`src/rtl/down_counter_load.sv`:
```
// Loadable countdown counter: accepts a start value over valid/ready, counts down on enable, pulses done at zero.
// Latency: count = load_value after the load edge; done high the cycle after the edge that brings count to 0.
// Backpressure: load_ready is high only in IDLE; offers made in RUN or DONE are ignored, not queued.
module down_counter_load #(
    parameter int WIDTH = 3
) (
    input  logic             clk,
    input  logic             reset,
    input  logic             load_valid,
    output logic             load_ready,
    input  logic [WIDTH-1:0] load_value,
    input  logic             enable,
    output logic [WIDTH-1:0] count,
    output logic             busy,
    output logic             done
);

    typedef enum logic [1:0] {
        IDLE = 2'd0,
        RUN  = 2'd1,
        DONE = 2'd2
    } state_t;

    state_t           state;
    state_t           state_nxt;
    logic [WIDTH-1:0] count_nxt;

    localparam logic [WIDTH-1:0] ONE = {{(WIDTH-1){1'b0}}, 1'b1};

    // State and count registers; synchronous reset aborts any countdown without a done pulse.
    always_ff @(posedge clk) begin
        if (reset) begin
            state <= IDLE;
            count <= '0;
        end else begin
            state <= state_nxt;
            count <= count_nxt;
        end
    end

    // Next-state and next-count decode; count == 1 is the last decrement so it never wraps below zero.
    always_comb begin
        state_nxt = state;
        count_nxt = count;
        case (state)
            IDLE: begin
                if (load_valid) begin
                    count_nxt = load_value;
                    state_nxt = (load_value == '0) ? DONE : RUN;
                end
            end
            RUN: begin
                if (enable) begin
                    if (count > ONE) begin
                        count_nxt = count - ONE;
                    end else begin
                        count_nxt = '0;
                        state_nxt = DONE;
                    end
                end
            end
            DONE: begin
                count_nxt = '0;
                state_nxt = IDLE;
            end
            default: begin
                count_nxt = '0;
                state_nxt = IDLE;
            end
        endcase
    end

    // Outputs depend only on registered state, never on inputs.
    always_comb begin
        load_ready = (state == IDLE);
        busy       = (state == RUN);
        done       = (state == DONE);
    end

endmodule

```
`config.mk`:
```
export PLATFORM = sky130hd
export DESIGN_NAME = down_counter_load
export DESIGN_NICKNAME = d
export VERILOG_FILES = /design/src/rtl/down_counter_load.sv
export SDC_FILE = /design/constraint.sdc
export NUM_CORES = 1
export LEC_CHECK = 0
export ABC_AREA = 1
export CORE_AREA = 2 2 39 41
export CTS_CLUSTER_DIAMETER = 30
export DETAILED_ROUTE_END_ITERATION = 8
export DIE_AREA = 0 0 41 43
export MAX_ROUTING_LAYER = met4
export SYNTH_ARGS = -nofsm -noshare
export SYNTH_HDL_FRONTEND = slang
export SYNTH_SLANG_ARGS = --single-unit
```
`constraint.sdc`:
```
create_clock -name clk -period 1.5 [get_ports clk]
set_input_delay 0.45 -clock clk [delete_from_list [all_inputs] [get_ports clk]]
set_output_delay 0.45 -clock clk [all_outputs]
set_load 0.05 [all_outputs]
```
### Yosys cells after proc, flatten, opt, wreduce, memory -nomap -nowiden

Cells that the tools add are included.
Widths: inputs -> output; s select.

* reduce and logical (&&, ||, !) cells: 4
* equal/unequal tests: 5
* add/sub/neg operators: 1
* multiplexer cells: 9
* order comparisons: 1

Operator list (number)
* $mux 3: 3
* $mux 2: 4
* $ne 2x2->1 const B: 3
* $pmux 3 s2: 1
* $pmux 2 s2: 1
* $gt 3x1->1 const B: 1
* $logic_not 3->1: 1
* $reduce_and 3->1: 1
* $sub 3x1->3 const B: 1
* $eq 2x1->1 const B: 1
* $eq 2x2->1 const B: 1
* $logic_not 2->1: 1
* $reduce_and 2->1: 1

* output and inout bits: 6
* input port bits: 7
* register bits after elaboration: 5
* word-level logic and storage cells: 22

### Longest topological paths before layout

Gate-level depths: netlist of run 1.

* depth after elaboration: 4
* mapped depth: 9
* gate-level depth less buffers: 9

### Worst setup path before layout of run 1

Ideal clock, no wire load.

* path kind: register -> output
* start: reg state[1]
* end: out done
* path buffers: 0
* path slack: -0.065 ns
* arrival: 1.115 ns
* stages on the path, launching flop included: 3
* cell sequence: dfxtp_1 > inv_1 > nor2_1

* cells in the longest elaborated chain, start to end: 1

RTL lines
* start: declaration: RTL line 24 `state_t state;`
* start signal: assignment: RTL line 36 `state <= state_nxt;`
* $eq 2x2->1: RTL line 77 `done = (state == DONE);`
* end: declaration: RTL line 15 `output logic done`

Every way passes these cells.

### Worst setup path after layout of run 1

Ends and elaborated chain as after synthesis.

==> reports/metrics.yaml, run 1 <==
routing:
  dr.pass1.iters: 4
  final_antenna_net_count: 0
  drc: 0
  drt_first_iter_violations: 6
  wl_per_cell_um: 9.40
  vias: 391
  routed_wl_um: 837
  vias_per_cell: 4.39
synthesis:
  netlist_instances: 56
  ys_seq_area_share_pct: 28.5
  synthXorXnorAreaFrac_pct: 0
  ys_ff_latch: 5
  synth_compound_area_share_pct: 8.54
  synthDistinctLibCells: 15
  yosysWarningCount: 0
  synth_area_um2: 352
  yosys.area_share.adder_pct: 7.12
  synth_top_family_by_area: "simple AND/OR/NAND/NOR gates"
  synth_mux_area_share_pct: 0
  syn_nets: 65
  synthSimpleGateAreaFrac_pct: 44.1
  syn_avg_cell_area_um2: 6.28
floorplan:
  design.die.area_um2: 1760
  die_height_um: 43
  initial_core_util_pct: 25.4
  die_w_um: 41
  design.core.area_um2: 1380
  num_io_pins: 13
  rows: 14
placed_design:
  place.gp.congestion: 0.742
  post-place-ws_ps: 11.9
  io_buffers: 12
  dpl.hpwl_um: 686
cts:
  cts_made_buffers: 3
  clk_latency_ps: 240
  tritoncts: "done"
  clk_pin_slew_ps: 50
  cts_root_buf: "clkbuf_4"
  numClockSinks: 5
  clock_path_buffers: 2
  h-tree-depth: 1
  cts_setup_buffers: 0
final_layout:
  final_common_cell: "nand2_1"
  syn2layout_area_growth_pct: 70.1
  fin_util_pct: 43.2
  insertedDiodeCount: 0
  final_cell_mix: "nand2_1 (19), inv_1 (9), clkdlybuf4s50_1 (6), buf_12 (6)"
  nets: 83
  drive_gt1_share_pct: 30.1
setup_path:
  path_class: "reg -> out"
  ff2ff_setup_slack_ps: 270
  end_kind: "output port"
  critPathArrivalTime_ps: 1000
  crit_path_max_fanout: 4
  critPathSlowestCell: "dfxtp_2"
  cp-start-kind: "register"
  crit_chain: "inv_1, nor2_2, buf_12"
  cp.required_ps: 1050
  r2r_cells: 9
  reg2reg_to: "count[2]"
  critPathCapture: "done"
  critPathLaunch: "state[1]"
  cpPeakStageDelay_ps: 400
  r2r_start: "count[1]"
timing:
  min_period_ps: 1450
  worst_pin_slew_ps: 225
  hold_violations: 0
  finalCritPeriodShare_pct: 96.6
  skew_ps: 4.71
  finalSetupViolCount: 0
  maxSlewHeadroom_pct: 84.9
  slew_viol_final: 0
  timing.fmax_ghz: 0.690
  fin_ws_ps: 51.7
  rsz0062_at_grt: "no"
pwr:
  power_density_nw_per_um2: 1500
  power_leakage_nw: 0.285
  power_mw: 0.897
  ir_drop_uv: 603
run:
  drv_cap: 0
grt:
  grt_usage_pct: 12.4
  grt_pass1_wl_mm: 1.41
  grt_max_degree: 6
  grt_pass1_vias: 355
  antenna_found_initial: 0
  globalRouteOverflowTotal: 0
min_path:
  min-delay-path-class: "reg -> reg"
  holdPathStages: 2
run_status:
  status: "completed"
## through the flow
step / hold WS [ps] / cells / area (um2) / setup TNS, ps
final: 516 / 89 / 598 / 0
after detailed placement: 516 / 85 / 564 / 0
after global routing: 535 / 89 / 598 / 0
after floorplan: 512 / 56 / 357 / 0
after global placement: 505 / 85 / 564 / 0
after CTS: 523 / 89 / 592 / -11.8
## registers in the layout, summed over array words and instances (netlist names)
register / count
count: 3
state: 2
## cells in the mapped netlist
library cell  count  area share, %
nand2_1          19             20
inv_1             9            9.6
dfxtp_1           5             28
a21oi_1           4            5.7
nand3_1           3            4.3
nor3_1            3            4.3
ha_1              2            7.1
inv_2             2            2.1
nand2_4           2            6.4
nor2_1            2            2.1
nand2_2           1            1.8
nor2_2            1            1.8
nor2_4            1            3.2
o21ai_0           1            1.4
o21ai_1           1            1.4
## critical path, delay by kind of cell (launching register included)
family	cells	cell delay, ps
simple gates	1	130
flops	1	400
buf+inv	2	230
## layout make-up
cell class / instances / area [um2]
Clock buffer: 4 / 26.3
Fill cell: 148 / 786
Inverter: 11 / 41.3
Multi-Input combinational cell: 40 / 218
Sequential cell: 5 / 105
Tap cell: 16 / 20.0
Timing Repair Buffer: 13 / 188
## what timing repair did
action / CTS / global route
gates resized for setup: 1 / 2
setup endpoints to repair: 2 / 2
cloned: 0 / 0
hold buffers: 0 / 0
## kinds of logic after synthesis
group | Yosys count
and+or+nand+nor | 32
buffers and inverters | 11
AOI/OAI and AO/OA | 6
adders and majority gates | 2
DFF | 5
## layer usage
metal  GRT usage [%]  share of wire [%]  up-vias
met5               -                  0        -
met4            6.00                2.5        0
met1            14.4                 44      170
li1                -                  -      205
met2            18.1                 45       12
met3            4.71                8.4        4
## power by group
group / switching [mW] / internal, mW
registers: 0.0491 / 0.165
clock network: 0.0560 / 0.101
logic: 0.292 / 0.234
## worst min path at each step
stage                          end     start
after floorplan           count[0]     reset
after global placement    count[1]  count[1]
after detailed placement  count[1]  count[1]
after CTS                 count[1]  count[1]
after global routing      count[0]  count[0]
final                     count[1]  count[1]
No activity file was read; power rests on OpenSTA's default activity.
==> inputs of run 2 (changes only) <==
--- a/config.mk
+++ b/config.mk
@@ -11,6 +11,7 @@
 export DETAILED_ROUTE_END_ITERATION = 8
 export DIE_AREA = 0 0 41 43
 export MAX_ROUTING_LAYER = met4
+export SLEW_MARGIN = 20
 export SYNTH_ARGS = -nofsm -noshare
 export SYNTH_HDL_FRONTEND = slang
 export SYNTH_SLANG_ARGS = --single-unit
==> results of run 2 <==
No change in the layout: final DEF, timing and power equal those of run 1.
